==> config.mk <==
export PLATFORM = sky130hd
export DESIGN_NAME = call_registry
export DESIGN_NICKNAME = d
export VERILOG_FILES = /design/src/rtl/call_registry.sv
export SDC_FILE = /design/constraint.sdc
export NUM_CORES = 1
export LEC_CHECK = 0
export CAP_MARGIN = 20
export CORE_ASPECT_RATIO = 0.9
export CORE_UTILIZATION = 52
export DETAILED_ROUTE_END_ITERATION = 10
export PLACE_DENSITY = 0.76
export REMOVE_ABC_BUFFERS = 1
export SLEW_MARGIN = 20
export SYNTH_ARGS = -nofsm -noshare
export SYNTH_HDL_FRONTEND = slang
export SYNTH_SLANG_ARGS = --single-unit
==> constraint.sdc <==
create_clock -name clk -period 1.9 [get_ports clk]
set_input_delay 0.38 -clock clk [delete_from_list [all_inputs] [get_ports clk]]
set_output_delay 0.38 -clock clk [all_outputs]
set_load 0.05 [all_outputs]
==> src/rtl/call_registry.sv <==
// Floor call registry: per-floor button synchroniser/debouncer, request lamps, SCAN direction FSM
// and nearest-target output. Define CALL_CANCEL_EN to let a second press cancel a lit request.
module call_registry #(
    parameter int NUM_FLOORS      = 3,
    parameter int FLOOR_W         = 2,
    parameter int DEBOUNCE_CYCLES = 4
) (
    input  logic                  clk,
    input  logic                  reset,
    input  logic [NUM_FLOORS-1:0] btn_n,
    input  logic [FLOOR_W-1:0]    floor,
    input  logic                  at_floor,
    output logic [NUM_FLOORS-1:0] led,
    output logic                  pending,
    output logic [1:0]            dir,
    output logic [FLOOR_W-1:0]    target,
    output logic                  target_vld,
    output logic                  floor_err
);

    localparam int CNT_W = $clog2(DEBOUNCE_CYCLES + 1);

    typedef enum logic [1:0] {
        S_IDLE = 2'b00,
        S_UP   = 2'b01,
        S_DOWN = 2'b10
    } state_t;

    logic [NUM_FLOORS-1:0] sync1, sync2, db, db_prev, armed, press, led_nxt;
    logic [CNT_W-1:0]      cnt [NUM_FLOORS];
    logic [1:0]            live;
    logic                  floor_bad, above, below;
    logic [FLOOR_W-1:0]    up_tgt, dn_tgt;
    int                    floor_x;
    state_t                state, state_nxt;

    assign floor_x   = int'(floor);
    assign floor_bad = {1'b0, floor} >= (FLOOR_W + 1)'(NUM_FLOORS);

    // live[1] marks sync2 as holding a real sample rather than its reset value; a channel only
    // arms once it has really been seen released, so a button held across reset is not a press.
    always_ff @(posedge clk or posedge reset) begin
        if (reset) begin
            sync1   <= '1;
            sync2   <= '1;
            db      <= '1;
            db_prev <= '1;
            armed   <= '0;
            live    <= '0;
            for (int i = 0; i < NUM_FLOORS; i++) cnt[i] <= '0;
        end else begin
            sync1   <= btn_n;
            sync2   <= sync1;
            db_prev <= db;
            live    <= {live[0], 1'b1};
            armed   <= armed | (sync2 & {NUM_FLOORS{live[1]}});
            for (int i = 0; i < NUM_FLOORS; i++) begin
                if (sync2[i] == db[i]) begin
                    cnt[i] <= '0;
                end else if (cnt[i] == CNT_W'(DEBOUNCE_CYCLES - 1)) begin
                    db[i]  <= sync2[i];
                    cnt[i] <= '0;
                end else begin
                    cnt[i] <= cnt[i] + CNT_W'(1);
                end
            end
        end
    end

    assign press = db_prev & ~db & armed;

    // The clear is applied last so it wins over a same-cycle press.
    always_comb begin
        led_nxt = led;
        for (int i = 0; i < NUM_FLOORS; i++) begin
            if (press[i]) begin
`ifdef CALL_CANCEL_EN
                led_nxt[i] = ~led[i];
`else
                led_nxt[i] = 1'b1;
`endif
            end
            if (at_floor && !floor_bad && (floor == FLOOR_W'(i))) led_nxt[i] = 1'b0;
        end
    end

    always_comb begin
        above  = 1'b0;
        below  = 1'b0;
        up_tgt = '0;
        dn_tgt = '0;
        for (int j = NUM_FLOORS - 1; j >= 0; j--) begin
            if (led[j] && (j > floor_x)) begin
                above  = 1'b1;
                up_tgt = FLOOR_W'(j);
            end
        end
        for (int j = 0; j < NUM_FLOORS; j++) begin
            if (led[j] && (j < floor_x)) begin
                below  = 1'b1;
                dn_tgt = FLOOR_W'(j);
            end
        end
    end

    // Direction FSM: state register (also holds lamps, target and error flag)
    always_ff @(posedge clk or posedge reset) begin
        if (reset) begin
            state      <= S_IDLE;
            led        <= '0;
            target     <= '0;
            target_vld <= 1'b0;
            floor_err  <= 1'b0;
        end else begin
            state      <= state_nxt;
            led        <= led_nxt;
            floor_err  <= floor_bad;
            target_vld <= (state_nxt != S_IDLE);
            if (state_nxt == S_UP)        target <= up_tgt;
            else if (state_nxt == S_DOWN) target <= dn_tgt;
        end
    end

    // Direction FSM: next state
    always_comb begin
        state_nxt = state;
        if (floor_bad) begin
            state_nxt = S_IDLE;
        end else begin
            case (state)
                S_IDLE:  state_nxt = above ? S_UP   : (below ? S_DOWN : S_IDLE);
                S_UP:    state_nxt = above ? S_UP   : (below ? S_DOWN : S_IDLE);
                S_DOWN:  state_nxt = below ? S_DOWN : (above ? S_UP   : S_IDLE);
                default: state_nxt = S_IDLE;
            endcase
        end
    end

    // Direction FSM: outputs
    always_comb begin
        dir     = state;
        pending = |led;
    end

endmodule

==> run metrics, run 1 <==
status finished, final reports clean; number of global-route vias before repair 833; Critical Path, Cell by Cell clkdlybuf4s50_1 > and2b_2 > o2bb2ai_2 > nand3_1 > ha_1 > or3_1 > a31oi_1; Pre-Repair DR Iteration Count 4; number of warnings issued by yosys 0; Post-DP HPWL ~1.5 mm; fraction of post-synthesis cell area in the top cell type by area between 40% and 50%; Synth Area in XOR/XNOR 2.593%; synthesized instance count just over 100; routed vias/inst 5.342; row cnt 17; Hold-fix buffers, CTS 0; Final Util 67.31%; synthesized flop and latch total 35; Worst-Skew Late Latency between 0.3 and 0.4 ns; mux share of post-synthesis cell area between 3 and 4%; Hold Crit Start sync1[1]$_DFF_PP1_; CP startpoint floor[1]; Initial Util between 50 and 60%; DRC Markers 0; CTS buffer count 5; largest net degree at the start of global routing 36; CP endpoint kind register; DR WL/cell between 10 and 15 um; HP Class reg2reg; reported max-cap violation count 0; Root Buffer clkbuf_4; cell family with the largest share of critical-path delay simple AND/OR/NAND/NOR gates; Synth Area in Adders between 4 and 5%; Setup Viol. Count Final 0; most area-consuming cells after synthesis dfrtp_1 (43%), dfstp_2 (23%), ha_1 (4.6%), nor3b_1 (3.3%), a31oi_1 (3.2%); worst-margin pin slew just over 0.5 ns; Unique masters post-synth 29; share of cells above drive strength 1 26.92%; Compound-Gate Fraction of Synth Area approximately 8.6%; Post-synth top flop dfrtp_1; total chip power between 2 and 3 mW; sequential share of the synthesized area around 66%; fin. max-slew vios 0; Final nets about 140; worst path arrival time between 2 and 2.5 ns; Area growth syn-to-layout 21.85%; routed wl met3 116 um; setup bufs post-CTS 0; DIE HEIGHT about 50 um; ant diodes 0; CP Class in2reg; Max rail drop VDD approximately 1200 uV; max incr delay on CP between 0.4 and 0.5 ns; final worst-path cycle share between 90% and 100%; Total GRT Usage between 10% and 20%; max_slew headroom about two thirds; Layout fillers roughly 190; H-tree levels 2; Reg2Reg Launch Point led[1]$_DFFE_PP0P_; I/O Buffers 17; Met1 Routed Length 916 um; Max Used Layer met4; Ports 18; worst-path maximum fanout 4; Clock Sinks 35; pwr dens 1532 nW/um^2; most area-hungry cell type in the Yosys netlist dfrtp_1; Final Hold Viols 0; fmax about 540 MHz; CTS clock-pin slew for the worst setup and hold paths 0.09 ns; CP Launch Type input port; initial antenna violation count 0; cell area after synthesis between 1000 and 1500 um^2; Setup TNS 0 ns; Routability Congestion between 0.8 and 0.9; clk buf depth 2; Avg Inst Size Synth about 13 um^2; Post-Route WL 2.131 mm; die area 2807 um^2; Antenna Nets Post-Route 0; Leak 0.7607 nW; First DRT Iteration DRCs 16; Met2 Wirelength about 1.0 mm; global-route wire length before repair 3.622 mm; Core Area around 2400 um^2; CTS tree built; CP max stage cell clkdlybuf4s50_1; Tmin final 1.847 ns; Worst Path Required around 2.2 ns; Worst Path Buf+Inv 1; Post-Synth Simple-Gate Area 12.04%; Die Span X between 50 and 60 um; largest family of logic cells by synthesized area simple AND/OR/NAND/NOR gates; grt ovf 0; Post-synth ARST share between 90% and 100%; via count of the routed design approximately 840; Fin Clk Skew approximately 0.0086 ns; number of flops mapped to enable cells by yosys 0
power by group:
group / total, mW / switching [mW] / internal [mW]
clock network: 0.454 / 0.238 / 0.216
registers: 1.15 / 0.157 / 0.994
logic: 0.916 / 0.562 / 0.354
total: 2.52 / 0.958 / 1.56
cells in the mapped netlist, drive strengths merged, types with 2 or more instances:
cell and instances:
o21ai 4, and3b 2, dfrtp 23, a31oi 7, nor3b 6, nor2b 2, mux2i 2, a21o 3
nand2b 2, mux2 2, or3 2, nor2 3, inv 7, nand2 7, dfstp 12, ha 5
xnor2 3
sequential cells by signal, indices dropped and copies added (netlist names):
register,cells
armed,3
target_vld,1
cnt,9
floor_err,1
sync1,3
db_prev,3
db,3
sync2,3
led,3
dir,2
live,2
target,2
metrics by stage:
step | setup slack (ns) | hold slack (ns) | cell area, um^2 | cells
detailed placement | -0.2592 | 0.3485 | 1555 | 150
floorplan | 0.02029 | 0.3312 | 1340 | 102
global placement | -0.1791 | 0.3322 | 1555 | 150
CTS | 0.003919 | 0.3634 | 1627 | 158
global route | -0.01521 | 0.3652 | 1647 | 158
finish | 0.05337 | 0.3611 | 1647 | 158
placed cells by master (no fill, tap or decap), types with 2 or more instances in the layout:
cell type        netlist  routed
dfrtp_1               23      22
dfstp_2               12      12
clkdlybuf4s50_1        0       9
buf_4                  0       8
nand2_1                7       7
a31oi_1                7       7
nor3b_1                6       6
inv_1                  6       6
ha_1                   5       5
clkbuf_4               0       5
o21ai_0                4       4
xnor2_1                3       3
a21o_1                 3       3
nor2_1                 3       3
nor2b_1                2       2
nand2b_1               2       2
and3b_1                2       2
or3_1                  2       2
mux2i_1                2       2
mux2_2                 2       2
clkbuf_8               0       2
dlymetal6s2s_1         0       2
cells by family after synthesis:
group                      Yosys count
muxes                                4
xor gates and xnor gates             4
AOI/OAI and AO/OA                   18
DFF                                 35
other                                1
adders and majority gates            5
and+or+nand+nor                     28
buffers and inverters                8
cell type report:
cell class                 instances  area (um^2)  share of cell area [%]
sequential                        35        892.1                   54.18
multi-input combinational         60        436.7                   26.52
clock inverter                     1        7.507                  0.4559
timing repair buffer              20        183.9                   11.17
inverter                           7        26.28                   1.596
clock buffer                       7        65.06                   3.951
tap                               28        35.03                   2.128
worst paths after layout:
path | to | slack (ns) | depth (start not counted)
max in group asynchronous | sync1[1]$_DFF_PP1_ | 1.14 | 3
min reg2reg | sync2[1]$_DFF_PP1_ | 0.36 | 0
max | target[0]$_DFFE_PP0P_ | 0.05 | 7
max reg2reg | target[0]$_DFFE_PP0P_ | 0.10 | 6
min | sync2[1]$_DFF_PP1_ | 0.36 | 0
min in group asynchronous | led[0]$_DFFE_PP0P_ | 0.42 | 3
timing repair:
item / CTS / global route
endpoints found under the setup margin: 1 / 4
resized for setup: 1 / 5
pin swaps: 0 / 1
layer usage:
layer	track usage [%]	up-vias
li1	-	402
met1	19.48	409
met2	30.52	25
met3	5.670	8
met4	12.50	0
met5	0	-
Power figures use the tool's default switching activity.
==> inputs of run 2 (changes only) <==
CELL_PAD_IN_SITES_DETAIL_PLACEMENT = 0   (was default)
CELL_PAD_IN_SITES_GLOBAL_PLACEMENT = 1   (was default)
CORE_UTILIZATION = 43   (was 52)
PLACE_DENSITY = default   (was 0.76)
PLACE_DENSITY_LB_ADDON = 0.1   (was default)
RECOVER_POWER = 50   (was default)
==> run metrics, run 2 (synthesized netlist as in run 1, its figures left out) <==
CTS tree built; Die Span X 61.09 um (+9.6%); HP Class reg2reg; Reg2Reg Depth 6 (unchanged); pwr dens 1524 nW/um^2 (-0.48%); worst hold endpoint live[1]$_DFF_PP0_; max incr delay on CP 0.79 ns (+0.34 ns); commonest non-fill, non-tap cell in the layout dfrtp_1; Worst Path Required 1.52 ns (-0.64 ns); Top reg by flops cnt; ant diodes 0 (unchanged); share of cells above drive strength 1 24.44% (-2.5 points); H-tree levels 2 (unchanged); initial antenna violation count 0 (unchanged); Antenna Nets Post-Route 0 (unchanged); Leak 0.8054 nW (+5.9%); cell family with the largest share of critical-path delay buffers and inverters; total chip power 2.582 mW (+2.4%); Routability Congestion 0.7930 (-2.8%); DR WL/cell 13.29 um (-1.5%); CP max stage cell clkdlybuf4s50_1; CP endpoint kind output pin; number of global-route vias before repair 848 (+1.8%); Max rail drop VDD 705.8 uV (-42%); CTS clock-pin slew for the worst setup and hold paths 0.11 ns (+0.02 ns); Final Instance Area 1694 um^2 (+2.9%); Layout fillers 243 (+30%); multi-input logic area 427.9 um^2 (-2.0%); row cnt 18 (+1); global-route wire length before repair 3.801 mm (+4.9%); R2R Path End target[0]$_DFFE_PP0P_; DRC Markers 0 (unchanged); via count of the routed design 878 (+4.0%); Final nets 147 (+3.5%); Register Area 892.1 um^2 (unchanged); DIE HEIGHT 55.18 um (+9.6%); Reg2Reg Launch Point led[1]$_DFFE_PP0P_; placed cell count 166 (+11%); Clock Sinks 35 (unchanged); final worst-path cycle share 96.38% (-0.81 points); hold path depth 0 (unchanged); Critical Path, Cell by Cell clkdlybuf4s50_1; fmax 546.1 MHz (+0.84%); status finished, final reports clean; Total GRT Usage 16.66% (-1.4 points); Worst-Skew Late Latency 0.33 ns (about the same); Post-Route WL 2.325 mm (+9.1%); max_slew headroom 45.38% (-21 points); placed instance area 1600 um^2 (+2.9%); I/O Buffers 17 (unchanged); reported max-cap violation count 0 (unchanged); CTS buffer count 5 (unchanged); worst path arrival time 1.45 ns (-0.66 ns); CP Launch Type register; fin. max-slew vios 0 (unchanged); Post-DP HPWL 1.659 mm (+13%); First DRT Iteration DRCs 35 (+19); largest net degree at the start of global routing 36 (unchanged); most frequent cells in the layout dfrtp_1 (22), buf_4 (12), nand2_1 (7), a31oi_1 (7); Tmin final 1.831 ns (-0.01534 ns); routed vias/inst 5.017 (-6.1%); Hold-fix buffers, CTS 0 (unchanged); worst-margin pin slew 0.8192 ns (+0.3162 ns); Ports 18 (unchanged); Core Area 2860 um^2 (+17%); Initial Util 47.24% (-8.0 points); Pre-Repair DR Iteration Count 4 (unchanged); Fin Clk Skew 0.005580 ns (-0.003056 ns); Area growth syn-to-layout 25.37%; reg2reg setup slack 0.19 ns (+0.09 ns); Hold Crit Start live[0]$_DFF_PP0_; Setup Viol. Count Final 0 (unchanged); Root Buffer clkbuf_4; max reg flops 9 (unchanged); final cell count without fillers 175 (+11%); Worst Path Buf+Inv 1 (unchanged); Final Hold Viols 0 (unchanged); worst-path maximum fanout 1 (-3); clk buf depth 2 (unchanged); die area 3371 um^2 (+20%); CP Class reg2out; grt ovf 0 (unchanged)
## run 2: changes by cell type in the layout (fill, tap and decap cells not counted), sizes merged
| cell | previous run | this run |
|---|---|---|
| buf | 8 | 12 |
| dlygate4sd3 | 0 | 4 |
| clkdlybuf4s50 | 9 | 4 |
| dlygate4sd2 | 1 | 0 |
| clkbuf | 7 | 8 |
| dlymetal6s2s | 2 | 4 |
## run 2: area by class of cell
class / count / share of cell area [%]
multi-input combinational: 60 / 25.26
tap: 40 / 2.954
sequential: 35 / 52.66
timing repair buffer: 25 / 13.29
clock buffer: 7 / 3.840
clock inverter: 1 / 0.4431
inverter: 7 / 1.551
## run 2: metal layers
layer,vias up,routed length [um],GRT usage [%],part of all wire (%)
li1,416,-,-,-
met1,435,1055,19.52,45
met2,22,1141,27.72,49
met3,5,99,5.349,4.3
met4,0,29,8.333,1.2
met5,-,0,0,0
## run 2: where the power goes
| group | leakage [nW] | switching (mW) | total (mW) | internal [mW] |
|---|---|---|---|---|
| clock network | 0.0375 | 0.240 | 0.457 | 0.216 |
| registers | 0.401 | 0.144 | 1.13 | 0.983 |
| logic | 0.367 | 0.593 | 0.999 | 0.406 |
| total | 0.805 | 0.977 | 2.58 | 1.61 |
## run 2: worst max-delay path by stage
stage	startpoint	to	slack [ns]	depth (start not counted)
6_report	target_vld$_DFF_PP0_	target_vld	0.07	1
2_1_floorplan	led[2]$_DFFE_PP0P_	target[1]$_DFFE_PP0P_	0.02	5
5_1_grt	floor[0]	target[0]$_DFFE_PP0P_	-0.01	7
3_3_place_gp	floor[1]	target[0]$_DFFE_PP0P_	-0.20	7
4_1_cts	target[1]$_DFFE_PP0P_	target[1]	0.004	1
3_5_place_dp	floor[0]	target[0]$_DFFE_PP0P_	-0.25	7
## run 2: repair_timing
item / 4_1_cts / 5_1_grt
hold endpoints to repair: 0 / 0
resized for setup: 0 / 7
setup endpoints to repair: 0 / 7
buffers inserted: 0 / 1
## run 2: stage by stage
stage / setup TNS [ns] / setup slack [ns] / hold slack, ns / util (%)
after floorplan: 0 / 0.02029 / 0.3312 / -
after global placement: -0.3604 / -0.1955 / 0.3327 / 55.95
after detailed placement: -0.4714 / -0.2504 / 0.3491 / 55.95
after CTS: 0 / 0.004218 / 0.3655 / 58.49
after global routing: -0.01247 / -0.01247 / 0.3734 / 59.23
final: 0 / 0.06871 / 0.3623 / 59.23
==> inputs of run 3 (changes only) <==
SETUP_SLACK_MARGIN = 0.3   (was default)
==> run metrics, run 3 (synthesized netlist as in run 1, its figures left out) <==
CTS clock-pin slew for the worst setup and hold paths 0.10 ns (about the same); Worst Path Required 1.52 ns (about the same); CTS tree built; commonest non-fill, non-tap cell in the layout dfrtp_1; Setup Viol. Count Final 0 (unchanged); Hold Crit Start live[0]$_DFF_PP0_; setup ws final 0.1951 ns (+0.1264 ns); DRC Markers 0 (unchanged); fmax 586.5 MHz (+7.4%); Core Area 2860 um^2 (unchanged); placed instance area 1600 um^2 (unchanged); Area growth syn-to-layout 33.89%; Initial Util 47.24% (unchanged); RSZ-0062 raised after global routing yes; CP max stage cell dfrtp_1; I/O Buffers 17 (unchanged); Top reg by flops cnt; most frequent cells in the layout dfrtp_1 (22), buf_4 (15), a31oi_1 (7); CP endpoint kind output pin; most used cell, CP buf_6; Critical Path, Cell by Cell buf_6 > or3_1 > buf_6; reg2reg setup slack 0.30 ns (+0.11 ns); reported max-cap violation count 0 (unchanged); Reg2Reg Depth 6 (unchanged); H-tree levels 2 (unchanged); Max rail drop VDD 709.4 uV (+0.51%); worst-path maximum fanout 2 (+1); worst hold endpoint live[1]$_DFF_PP0_; DIE HEIGHT 55.18 um (unchanged); hold path depth 0 (unchanged); Post-Route WL 2.462 mm (+5.9%); Placement Setup Slack -0.2504 ns (unchanged); Reg2Reg Launch Point led[1]$_DFFE_PP0P_; Worst Path Buf+Inv 2 (+1); Tmin final 1.705 ns (-0.1264 ns); number of global-route vias before repair 902 (+6.4%); global-route wire length before repair 4.008 mm (+5.4%); worst path arrival time 1.32 ns (-0.13 ns); cell family with the largest share of critical-path delay flip-flops; max_slew headroom 44.59% (-0.79 points); Clock Sinks 35 (unchanged); max incr delay on CP 0.41 ns (-0.38 ns); HP Class reg2reg; row cnt 18 (unchanged); Ports 18 (unchanged); Antenna Nets Post-Route 0 (unchanged); Leak 0.8209 nW (+1.9%); Die Span X 61.09 um (unchanged); die area 3371 um^2 (unchanged); share of cells above drive strength 1 37.50% (+13 points); max reg flops 9 (unchanged); Routability Congestion 0.7930 (unchanged); status finished, final reports clean; pwr dens 1558 nW/um^2 (+2.2%); via count of the routed design 918 (+4.6%); R2R Path End target[0]$_DFFE_PP0P_; Layout fillers 233 (-4.1%); Total GRT Usage 17.58% (+0.93 points); Worst-Skew Late Latency 0.33 ns (about the same); final worst-path cycle share 89.73% (-6.7 points); ant diodes 0 (unchanged); grt ovf 0 (unchanged); multi-input logic area 489.2 um^2 (+14%); Pre-Repair DR Iteration Count 4 (unchanged); clk buf depth 2 (unchanged); Register Area 892.1 um^2 (unchanged); Post-DP HPWL 1.659 mm (unchanged); Final Hold Viols 0 (unchanged); Hold-fix buffers, CTS 0 (unchanged); Root Buffer clkbuf_4; initial antenna violation count 0 (unchanged); Fin Clk Skew 0.004581 ns (-0.0009993 ns); largest net degree at the start of global routing 36 (unchanged); fin. max-slew vios 0 (unchanged); Final Instance Area 1809 um^2 (+6.8%); Final nets 156 (+6.1%); CTS buffer count 5 (unchanged); First DRT Iteration DRCs 50 (+43%); worst-margin pin slew 0.8311 ns (+0.01186 ns); CP Class reg2out; CP Launch Type register; DR WL/cell 13.38 um (+0.71%); routed vias/inst 4.989 (-0.56%)
-- run 3: changes by cell type in the layout (fill, tap and decap cells not counted), sizes merged --
cell / before / now
clkdlybuf4s15: 0 / 1
clkbuf: 8 / 13
dlymetal6s2s: 4 / 0
clkdlybuf4s50: 4 / 1
buf: 12 / 20
dlygate4sd2: 0 / 2
-- run 3: layer usage --
layer / GRT usage [%] / wire length, um
met5: 0 / 0
met4: 9.470 / 44
met3: 5.349 / 101
met2: 29.71 / 1210
met1: 20.15 / 1105
-- run 3: how the worst max path moves through the flow --
stage                        from  cells after the start                    end
3_5_place_dp             floor[0]                      7  target[0]$_DFFE_PP0P_
2_1_floorplan  led[2]$_DFFE_PP0P_                      5  target[1]$_DFFE_PP0P_
3_3_place_gp             floor[1]                      7  target[0]$_DFFE_PP0P_
6_report       led[2]$_DFFE_PP0P_                      3                pending
4_1_cts        led[2]$_DFFE_PP0P_                      3                pending
5_1_grt        led[2]$_DFFE_PP0P_                      3                pending
-- run 3: power breakdown --
part	total (mW)	switching, mW	leakage (nW)	internal [mW]
registers	1.11	0.132	0.401	0.983
clock network	0.457	0.241	0.0375	0.216
logic	1.25	0.684	0.383	0.564
-- run 3: metrics by stage --
step / hold WS, ns / setup TNS, ns / cells / util (%) / total power, mW
CTS: 0.3655 / 0 / 182 / 62.55 / 2.792
global route: 0.3734 / 0 / 184 / 63.25 / 3.016
floorplan: 0.3312 / 0 / 102 / - / 1.791
global placement: 0.3327 / -0.3604 / 166 / 55.95 / 2.107
finish: 0.3637 / 0 / 184 / 63.25 / 2.819
detailed placement: 0.3491 / -0.4714 / 166 / 55.95 / 2.146
-- run 3: area by class of cell --
type / count / area share [%]
sequential: 35 / 49.31
tap: 40 / 2.766
multi-input combinational: 60 / 27.04
clock buffer: 7 / 3.596
inverter: 7 / 1.452
clock inverter: 1 / 0.4149
timing repair buffer: 34 / 15.42
-- run 3: repair_timing --
item,in CTS,in global routing
hold endpoints to repair,0,0
resized for setup,23,14
endpoints found under the setup margin,8,9
pin swaps,7,5
setup buffers,8,2
